$ cat src/rtl/shift_right_seq.sv
// Multi-cycle right shifter: one bit position per clock, logical or arithmetic fill.
// busy is high while shifting; done pulses for one cycle when shifted holds the result.
module shift_right_seq #(
  parameter int WIDTH     = 16,
  parameter int AMT_WIDTH = 12
) (
  input  logic                 clk,
  input  logic                 reset_n,
  input  logic                 start,
  input  logic                 arith,
  input  logic [WIDTH-1:0]     to_shift,
  input  logic [AMT_WIDTH-1:0] shift_bits,
  output logic [WIDTH-1:0]     shifted,
  output logic                 busy,
  output logic                 done
);

  localparam int CNT_W = $clog2(WIDTH + 1);

  typedef enum logic [1:0] {
    IDLE  = 2'd0,
    SHIFT = 2'd1,
    DONE  = 2'd2
  } state_t;

  state_t            state_q, state_d;
  logic [WIDTH-1:0]  data_q, data_d;
  logic [CNT_W-1:0]  count_q, count_d;
  logic              arith_q, arith_d;
  logic              busy_q, busy_d;
  logic              done_q, done_d;
  logic [CNT_W-1:0]  amt_clamped;
  logic              fill;
  logic              accept;

  // Amounts at or beyond the data width all behave like a full-width shift.
  always_comb begin
    amt_clamped = shift_bits[CNT_W-1:0];
    if (shift_bits >= AMT_WIDTH'(WIDTH)) begin
      amt_clamped = CNT_W'(WIDTH);
    end
  end

  assign fill   = arith_q & data_q[WIDTH-1];
  assign accept = start && ((state_q == IDLE) || (state_q == DONE));

  always_comb begin
    state_d = state_q;
    data_d  = data_q;
    count_d = count_q;
    arith_d = arith_q;
    unique case (state_q)
      IDLE, DONE: begin
        state_d = IDLE;
        if (accept) begin
          data_d  = to_shift;
          count_d = amt_clamped;
          arith_d = arith;
          state_d = (amt_clamped == '0) ? DONE : SHIFT;
        end
      end
      SHIFT: begin
        data_d  = {fill, data_q[WIDTH-1:1]};
        count_d = count_q - CNT_W'(1);
        if (count_q == CNT_W'(1)) begin
          state_d = DONE;
        end
      end
      default: state_d = IDLE;
    endcase
    busy_d = (state_d == SHIFT);
    done_d = (state_d == DONE);
  end

  always_ff @(posedge clk or negedge reset_n) begin
    if (!reset_n) begin
      state_q <= IDLE;
      data_q  <= '0;
      count_q <= '0;
      arith_q <= 1'b0;
      busy_q  <= 1'b0;
      done_q  <= 1'b0;
    end else begin
      state_q <= state_d;
      data_q  <= data_d;
      count_q <= count_d;
      arith_q <= arith_d;
      busy_q  <= busy_d;
      done_q  <= done_d;
    end
  end

  assign shifted = data_q;
  assign busy    = busy_q;
  assign done    = done_q;

endmodule
$ cat config.mk
export PLATFORM = sky130hd
export DESIGN_NAME = shift_right_seq
export DESIGN_NICKNAME = d
export VERILOG_FILES = /design/src/rtl/shift_right_seq.sv
export SDC_FILE = /design/constraint.sdc
export NUM_CORES = 1
export LEC_CHECK = 0
export CORE_ASPECT_RATIO = 0.8
export CORE_MARGIN = 3
export CORE_UTILIZATION = 38
export CTS_CLUSTER_DIAMETER = 50
export CTS_CLUSTER_SIZE = 24
export DETAILED_ROUTE_END_ITERATION = 12
export PLACE_DENSITY = 0.86
export SLEW_MARGIN = 20
export SYNTH_ARGS = -nofsm -noshare
export SYNTH_HDL_FRONTEND = slang
export SYNTH_SLANG_ARGS = --single-unit
$ cat constraint.sdc
create_clock -name clk -period 1.1 [get_ports clk]
set_input_delay 0.11 -clock clk [delete_from_list [all_inputs] [get_ports clk]]
set_output_delay 0.11 -clock clk [all_outputs]
set_load 0.01 [all_outputs]
==> summary.md <==
| Metric | Value |
|---|---|
| Core outline area | `slightly below 3000 µm²` |
| Synth async-reset ratio | `1.00` |
| Critical-path maximum fanout | `3` |
| Largest net degree at the start of global routing | `27` |
| Buf/Inv on CP | `1` |
| Failing checks | `negative setup slack` |
| Hold_ws | `roughly 0.17 ns` |
| Placed wire-length estimate | `about 2700 µm` |
| Critical Path RT | `1.27 ns` |
| Proportion of netlist area held by the largest area contributor | `0.537` |
| Antenna Cells | `0` |
| Clk slew on worst S/H paths | `around 0.090 ns` |
| Syn Nets | `about 150` |
| Clk buf depth | `2` |
| Sequential share of the synthesized area | `0.537` |
| Final min period | `approximately 1.4 ns` |
| CP max-delay cell | `dfrtp_1` |
| Initial antenna violation count | `0` |
| Syn. warnings | `0` |
| Worst VDD drop | `about 0.0021 V` |
| Clk pwr share | `0.089` |
| Internal power | `around 4.2 mW` |
| FF+latch area | `about 660 µm²` |
| Status | `finished, violations left` |
| Final worst path period share | `1.25` |
| First-pass GRT wire length | `6740 µm` |
| Setup_tns | `-3.93 ns` |
| Top FF cell, synth | `dfrtp_1` |
| Via count | `1507` |
| Cell Chain, Critical Path | `inv_2 > ha_4 > nor2b_4 > mux2i_1 > a221o_1` |
| DIE WIDTH | `a little under 70 µm` |
| PD cells | `between 2000 and 3000 nW/µm²` |
| Die ar. | `3910 µm²` |
| Drt wl/cell | `about 24 µm` |
| Startpoint types | `register` |
| Hold WC Path Type | `in2async` |
| CTS Buf Count | `3` |
| Count of buffers from port buffering | `slightly below 50` |
| Layout Area Growth over Synthesis | `112%` |
| Vias per std cell | `6.00` |
| Largest area contributor in the netlist | `dfrtp_1` |
| RSZ-0062 raised after global routing | `true` |
| Peak Freq | `just over 0.7 GHz` |
| Drt drc | `0` |
| Wirelength, routed | `just under 6000 µm` |
| Htree depth | `1` |
| TritonRoute pass-1 iters | `5` |
| Switching Share | `0.414` |
| EDFF count, synth | `0` |
| Worst setup EP type | `register` |
| MaxCap Viol Count | `0` |
| Layout Skew | `roughly 0.003 ns` |
| Crit path arrival time | `1.55 ns` |
| Yosys reg bits | `26` |
| # IOs | `50` |
| Switch Pwr | `approximately 3.0 mW` |
| Syn Inst Count | `120` |
| Post-route ant nets | `0` |
| Synth top area cells | `dfrtp_1, o22ai_1, nor3_1` |
| DIE HEIGHT | `about 57 µm` |
| CTS Root Cell | `clkbuf_8` |
| Fin. Hold Viols | `0` |
| Placer Congestion | `between 0.8 and 0.9` |
| Netlist cell types | `29` |
| Vias in the first global route | `1361` |
| Initial core utilization | `0.419` |
| Worst-Margin Slew | `between 0.3 and 0.4 ns` |
| Seq pwr share | `0.265` |
| Gate power share | `0.646` |
| Fillers | `approximately 120` |
| Post-route cell area | `approximately 2600 µm²` |
| Grt ovf | `0` |
| DRT iter0 DRCs | `124` |
| Syn Area/Cell | `approximately 10 µm²` |
| Synth Cell Area | `1210 µm²` |
| GRT Overall Usage | `0.219` |
| # nets final | `roughly 250` |
| Non-filler cells, final | `about 250` |
| Core Rows | `17` |
| Pins Over Slew Limit | `0` |
| Pre-CTS setup slack | `-0.467 ns` |
| Area of the multi-input gates | `826 µm²` |
| Power Total | `between 7 and 8 mW` |
| Setup CP Type | `reg2reg` |
| CP delay by family, top | `flip-flops` |
| Worst slew margin | `0.744` |
| CTS tree | `built` |
| Layout cells sized above 1 | `0.526` |
| DP Cell Count | `between 200 and 250` |
| CP peak stage delay | `0.42 ns` |
| Clk_lat worst skew | `about 0.28 ns` |
| Util after Layout | `0.888` |
| Placed Area | `approximately 1900 µm²` |
| Final setup vio count | `26` |
| Leakage | `1.10 nW` |
| CTS Sinks | `26` |
| Setup ws final | `-0.280 ns` |
-- layer usage --
| metal | share of wire | GRT usage | vias to the layer above |
|---|---|---|---|
| met5 | 0 | 0 | - |
| met4 | 0.046 | 0.0585 | 0 |
| met3 | 0.080 | 0.0501 | 28 |
| met2 | 0.50 | 0.375 | 104 |
| met1 | 0.38 | 0.279 | 741 |
| li1 | - | - | 634 |
-- layout make-up --
type | instances | area share
Clock buffer | 4 | 0.0214
Inverter | 2 | 0.00292
Multi-Input combinational cell | 83 | 0.322
Sequential cell | 26 | 0.256
Tap cell | 38 | 0.0185
Timing Repair Buffer | 98 | 0.380
-- cell usage in the layout, fill, tap and decap left out, drive strengths merged, types with 2 or more instances in the layout --
cell	count
buf	47
a22o	3
nor2b	3
nor2	18
dlygate4sd2	5
o22ai	14
a221o	4
nor4	3
nand2	4
nand3	2
nor3	15
ha	2
nand2b	2
clkdlybuf4s15	10
clkbuf	9
o2bb2ai	2
clkdlybuf4s50	31
inv	2
dfrtp	26
-- synth_stat cells (all sizes together) (2+ instances only) --
cell      n
a221o     4
a22o      3
buf       9
dfrtp    26
ha        2
inv       2
nand2     4
nand2b    2
nand3     2
nor2     18
nor2b     3
nor3     15
nor4      3
o22ai    14
o2bb2ai   2
-- worst paths after layout --
path / startpoint / cells after the start / slack, ns / to
max in group asynchronous: reset_n / 2 / 0.76 / state_q[1]$_DFF_PN0_
worst max register to register: count_q[1]$_DFFE_PN0P_ / 5 / -0.28 / count_q[2]$_DFFE_PN0P_
worst max-delay path: count_q[1]$_DFFE_PN0P_ / 5 / -0.28 / count_q[2]$_DFFE_PN0P_
worst min-delay path: reset_n / 2 / 0.17 / shifted[13]$_DFFE_PN0P_
min in group clk: arith / 3 / 0.43 / arith_q$_DFFE_PN0P_
worst min register to register: shifted[0]$_DFFE_PN0P_ / 2 / 0.54 / shifted[0]$_DFFE_PN0P_
-- flip-flops by register name, summed over array words and instances, names as in the netlist --
register	cells
shifted	16
done	1
state_q	2
arith_q	1
busy	1
count_q	5
-- timing repair --
item,in CTS,in global routing
gates cloned,2,3
pin swaps,9,13
setup buffers,3,20
endpoints found under the setup margin,44,37
resized for setup,71,50
hold buffers,0,0
-- logic make-up after synthesis --
logic type / count (synthesis) / synth area share
muxes: 2 / 0.0175
DFF: 26 / 0.537
adders and majority gates: 2 / 0.0206
AOI/OAI and AO/OA: 27 / 0.165
buffers and inverters: 11 / 0.0495
and+or+nand+nor: 52 / 0.211
-- power groups by stage --
stage          clock (mW)  sequential (mW)  combinational, mW
6_report            0.640             1.90               4.64
2_1_floorplan           0             1.86               1.25
5_1_grt             0.684             1.94               4.83
3_5_place_dp            0             1.77               2.75
3_3_place_gp            0             1.75               2.64
4_1_cts             0.633             1.82               3.19
Power figures use the tool's default switching activity.
==> edit 1: new RTL, config.mk and constraints unchanged <==
`data_q` no longer has a reset.
--- a/src/rtl/shift_right_seq.sv
+++ b/src/rtl/shift_right_seq.sv
@@ -75,14 +75,12 @@
   always_ff @(posedge clk or negedge reset_n) begin
     if (!reset_n) begin
       state_q <= IDLE;
-      data_q  <= '0;
       count_q <= '0;
       arith_q <= 1'b0;
       busy_q  <= 1'b0;
       done_q  <= 1'b0;
     end else begin
       state_q <= state_d;
-      data_q  <= data_d;
       count_q <= count_d;
       arith_q <= arith_d;
       busy_q  <= busy_d;
@@ -90,6 +88,10 @@
     end
   end
 
+  always_ff @(posedge clk) begin
+    data_q <= data_d;
+  end
+
   assign shifted = data_q;
   assign busy    = busy_q;
   assign done    = done_q;
Function: changed (a bounded check fails within 4 cycles, from zero or initial values and one cycle with reset_n low).
==> edit 1 against the unedited design <==
The flow still finishes with violations (negative setup slack); non-clock buffer count down 26; worst hold slack got worse by 0.0073 ns; worst setup slack improved by 0.082 ns; area after synthesis grew 1.9%; sequential power increased by 8%; sequential share of layout area up 8.2 points; routed wire length down 29%; total power shrank 16%; clock skew up 0.00074 ns; sequential cell count unchanged; final cell count decreased by 10%; maximum frequency increased by 6.3%; cell area down 15%; critical path type unchanged.
==> edit 1: results (changes against the unedited design) <==
Status
  – Status: finished, violations left
  – Failing checks: negative setup slack

Yosys
  – Sequential fraction of the synthesis area: 59.17% (+5.5 points)
  – Post-synth EDFFs: 16 (+16)
  – Synth unique cells: 31 (+6.9%)
  – Ys flop type: edfxtp_1
  – Synth area leaders: edfxtp_1, dfrtp_1, nand2_1
  – Post-synth net total: 152 (-1.3%)
  – Syn_area_per_cell: 10.47 µm² (+3.6%)
  – Top post-synthesis cells by count: nand2_1, edfxtp_1, dfrtp_1, nor2_1
  – Synth warn: 0 (unchanged)
  – Async SR Flop Fraction: 38.46% (-62 points)

Place
  – Final GP Congestion: 0.8334 (+2.6%)
  – Final HPWL DP: 2609 µm (-2.5%)
  – Cells after DPL: 214 (-2.7%)
  – Pre-CTS WS: -0.3603 ns (+0.1067 ns)

Layout
  – Layout cell share with drive strength beyond 1: 38.83% (-14 points)
  – Fillers: 197 (+59%)
  – Non-Filler Instances: 226 (-10%)
  – Final #Nets: 223 (-10%)

Timing
  – Setup-failing EPs final: 42 (+62%)
  – Slack of the critical path: -0.1982 ns (+0.08229 ns)
  – Slew of the pin with the lowest slew margin: 0.4937 ns (+0.1127 ns)
  – Clock Skews: 0.003693 ns (+0.0007403 ns)

Clocking
  – CTS clk-pin slew, worst paths: 0.09 ns (about the same)
  – Clock buffer depth: 2 (unchanged)
  – Clk root buf: clkbuf_8

GRT
  – GRT Total Usage: 19.62% (-2.3 points)
  – Number of global-route vias before repair: 1253 (-7.9%)
  – Initial antenna violation count: 0 (unchanged)
  – Largest net degree at the start of global routing: 17 (-37%)
  – First-pass GRT wire length: 6099 µm (-9.5%)

Worst setup path
  – Worst reg2reg path startpoint: state_q[1]
  – Worst path max stage delay: 0.45 ns (+0.03 ns)
  – CP max stage cell: dfrtp_1
  – FF-to-FF End: shifted[15]
  – Maximum fanout along the worst path: 5 (+2)
  – CP Data Arrival Time: 1.33 ns (-0.22 ns)
  – Worst Reg-to-Reg Cells: 4 (-1)

Drt
  – Post-route DRC violation count: 0 (unchanged)
  – Total wire length: 4221 µm (-29%)
  – Drt first pass iters: 4 (-1)
  – Drt via density: 5.394 (-10%)
  – Initial DRC Count: 68 (-45%)

Pwr
  – Static leakage: 0.9516 nW (-13%)
  – VDD IR max: 1.384 mV (-34%)

Job
  – Max-cap viol count: 0 (unchanged)
==> edit 1: metal layers <==
metal	up-vias	part of all wire, %	track usage, %
met5	-	0	0
met4	0	2.7	5.738
met1	604	41	23.71
met2	53	51	35.19
li1	550	-	-
met3	12	5.6	4.754
==> edit 1: cell type report <==
cell class / instances / area (µm²) / share of cell area [%]
Clock buffer: 3 / 41.29 / 1.897
Clock inverter: 1 / 30.03 / 1.379
Inverter: 3 / 16.27 / 0.7471
Multi-Input combinational cell: 83 / 621.8 / 28.56
Sequential cell: 26 / 734.5 / 33.74
Tap cell: 38 / 47.55 / 2.184
Timing Repair Buffer: 72 / 685.7 / 31.49
==> edit 1: power by group <==
group / leakage [nW] / internal [W] / switching, W / total (W)
logic: 0.631 / 0.00158 / 0.00157 / 0.00315
clock network: 0.0357 / 0.000487 / 0.000302 / 0.000789
registers: 0.285 / 0.00169 / 0.000362 / 0.00206
total: 0.952 / 0.00377 / 0.00223 / 0.00600
==> edit 1: worst register-to-register path, cell delays in order, from the launching register on <==
cell and delay, ns:
dfrtp_1 0.45, or2b_4 0.33, clkbuf_16 0.18, nand2_4 0.06
nand2_2 0.05
==> edit 1: how the worst max path moves through the flow <==
stage               startpoint          end  slack [ns]  cells past startpoint
floorplan           state_q[0]  shifted[14]       -0.11                      5
global placement         start   count_q[1]       -0.32                      5
detailed placement       start   count_q[1]       -0.36                      5
CTS                 count_q[2]   count_q[3]       -0.17                      3
global route        count_q[1]         done       -0.28                      4
finish              state_q[1]  shifted[15]       -0.20                      4
==> edit 1: timing repair <==
| item | in CTS | in global routing |
|---|---|---|
| buffers inserted | 2 | 4 |
| pin swaps | 6 | 22 |
| gates resized for setup | 47 | 38 |
| setup endpoints to repair | 60 | 52 |
| gates cloned | 2 | 1 |
==> edit 1: cells by family (layout without fill, tap and decap cells) <==
group,Yosys count,count (layout),synth area share [%]
buf+inv,9,79,4.357
simple gates,67,67,24.62
mux,1,1,0.9118
flops,26,26,59.17
compound gates,13,13,8.917
fa+ha+maj,2,2,2.026
==> edit 1: through the flow <==
step	utilization [%]	hold WS [ns]	area [µm²]	TNS [ns]
final	74.17	0.1621	2177	-5.621
after floorplan	-	-0.1856	1276	-2.625
after global placement	63.43	0.4585	1862	-8.879
after detailed placement	63.43	0.4716	1862	-10.30
after global routing	74.17	0.1916	2177	-7.098
after CTS	69.01	0.1752	2026	-4.477
==> edit 2: new RTL, same settings <==
Made on the original files. Change the parameter `AMT_WIDTH` from 12 to 16.
--- a/src/rtl/shift_right_seq.sv
+++ b/src/rtl/shift_right_seq.sv
@@ -2,7 +2,7 @@
 // busy is high while shifting; done pulses for one cycle when shifted holds the result.
 module shift_right_seq #(
   parameter int WIDTH     = 16,
-  parameter int AMT_WIDTH = 12
+  parameter int AMT_WIDTH = 16
 ) (
   input  logic                 clk,
   input  logic                 reset_n,
Interface: changed (resized shift_bits); port bits go from 50 to 54. No check against the original RTL was run, so the function may have changed too.
==> edit 2 against the unedited design <==
Routed wire length shrank 12%; combinational power fell by 16%; worst setup slack got worse by 0.055 ns; total power shrank 9.8%; largest cell class unchanged; area after synthesis is 9.7% higher; sequential cell count unchanged; cell area is 2.5% lower; the flow still finishes with violations (negative setup slack); clock skew is 0.0018 ns higher.
==> edit 2: results (changes against the unedited design) <==
Place
  – Cells after DPL: 235 (+6.8%)
  – IO buf count: 53 (+8.2%)
  – Pre-CTS WS: -0.4703 ns (-0.003255 ns)
  – Final HPWL DP: 3022 µm (+13%)
  – Placed cell areas: 0.002137 mm² (+13%)
  – Final GP Congestion: 0.8438 (+3.9%)

Worst setup path
  – Maximum fanout along the worst path: 2 (-1)
  – CP Data Arrival Time: 1.66 ns (+0.11 ns)
  – Worst reg2reg path startpoint: count_q[0]
  – Worst Reg-to-Reg Cells: 5 (unchanged)
  – FF-to-FF End: count_q[4]
  – CP max stage cell: dfrtp_1

Pwr
  – VDD IR max: 1.731 mV (-17%)
  – Combinational Power Share: 60.4% (-4.2 points)
  – Net Sw Power: 0.002506 W (-16%)
  – Int Pwr: 0.003967 W (-5.7%)
  – Sequential power: 0.00176 W (-7%)
  – Static leakage: 1.089 nW (-0.81%)

Yosys
  – Sequential fraction of the synthesis area: 48.92% (-4.7 points)
  – Synth area leaders: dfrtp_1, o22ai_1, nor3_1
  – Post-Syn Instances: 128 (+6.7%)
  – Compound-Gate Fraction of Synth Area: 15.90% (-0.61 points)
  – Synth unique cells: 33 (+14%)
  – Synth warn: 0 (unchanged)
  – Area share of fa/ha/maj cells after synthesis: 1.881% (-0.18 points)
  – Multiplexer share of the synthesized area: 2.634% (+0.88 points)
  – Post-synth net total: 166 (+7.8%)
  – Top post-synthesis cells by count: dfrtp_1, o22ai_1, nor2_1, nor3_1, nand2_1
  – Ys flop type: dfrtp_1
  – Post-Synth XOR/XNOR Area: 0% (unchanged)
  – Async SR Flop Fraction: 100.0% (unchanged)

Status
  – Failing checks: negative setup slack
  – Status: finished, violations left

Layout
  – Post-route cell area: 0.002504 mm² (-2.5%)
  – Layout cell share with drive strength beyond 1: 42.99% (-9.6 points)
  – Fillers: 176 (+42%)
  – Non-Filler Instances: 261 (+4.0%)
  – Diode count: 0 (unchanged)

GRT
  – Number of global-route vias before repair: 1561 (+15%)
  – Initial antenna violation count: 0 (unchanged)
  – First-pass GRT wire length: 8079 µm (+20%)
  – GRT Total Usage: 25.07% (+3.2 points)

Timing
  – Clock Skews: 0.004728 ns (+0.001776 ns)
  – Slew of the pin with the lowest slew margin: 0.3951 ns (+0.01411 ns)
  – Setup-failing EPs final: 25 (-3.8%)
  – Slack of the critical path: -0.3352 ns (-0.05468 ns)
  – Setup TNS: -3.942 ns (-0.009690 ns)
  – Hold WS: 0.1789 ns (+0.009456 ns)

Clocking
  – Clock buffer depth: 2 (unchanged)
  – Post-CTS Setup Bufs: 12 (+9)
  – Clk root buf: clkbuf_8
  – CTS buffer count: 3 (unchanged)
  – CTS clk-pin slew, worst paths: around 0.10 ns
  – Post-CTS sizing: 54 (-24%)

Drt
  – Via Count: 1516 (+0.60%)
  – WL/cell: 20.07 µm (-15%)
  – Initial DRC Count: 103 (-17%)
  – Drt first pass iters: 4 (-1)

Min path
  – Hold Path Class: primary input to asynchronous set/reset pin
-- edit 2: metal layers --
layer	up-vias	global-route usage, %	wire (µm)
met5	-	0	0
met4	0	9.115	166
met3	17	3.925	353
met2	75	43.06	2670
met1	755	32.05	2048
li1	669	-	-
-- edit 2: layout make-up --
class | count | area share (%)
flip-flops and latches | 26 | 26.09
multi-input cells | 89 | 32.83
inverters | 4 | 0.5997
clock inverters | 1 | 1.199
repair buffers | 98 | 35.63
clock buffers | 3 | 1.649
well taps | 40 | 1.999
-- edit 2: how the worst max path moves through the flow --
| stage | slack, ns | to | from | depth (start not counted) |
|---|---|---|---|---|
| floorplan | -0.19 | count_q[4] | count_q[0] | 5 |
| global placement | -0.36 | state_q[0] | shift_bits[15] | 4 |
| detailed placement | -0.47 | busy | shift_bits[10] | 4 |
| CTS | -0.29 | count_q[4] | count_q[1] | 5 |
| global route | -0.39 | count_q[4] | count_q[0] | 5 |
| finish | -0.34 | count_q[4] | count_q[0] | 5 |
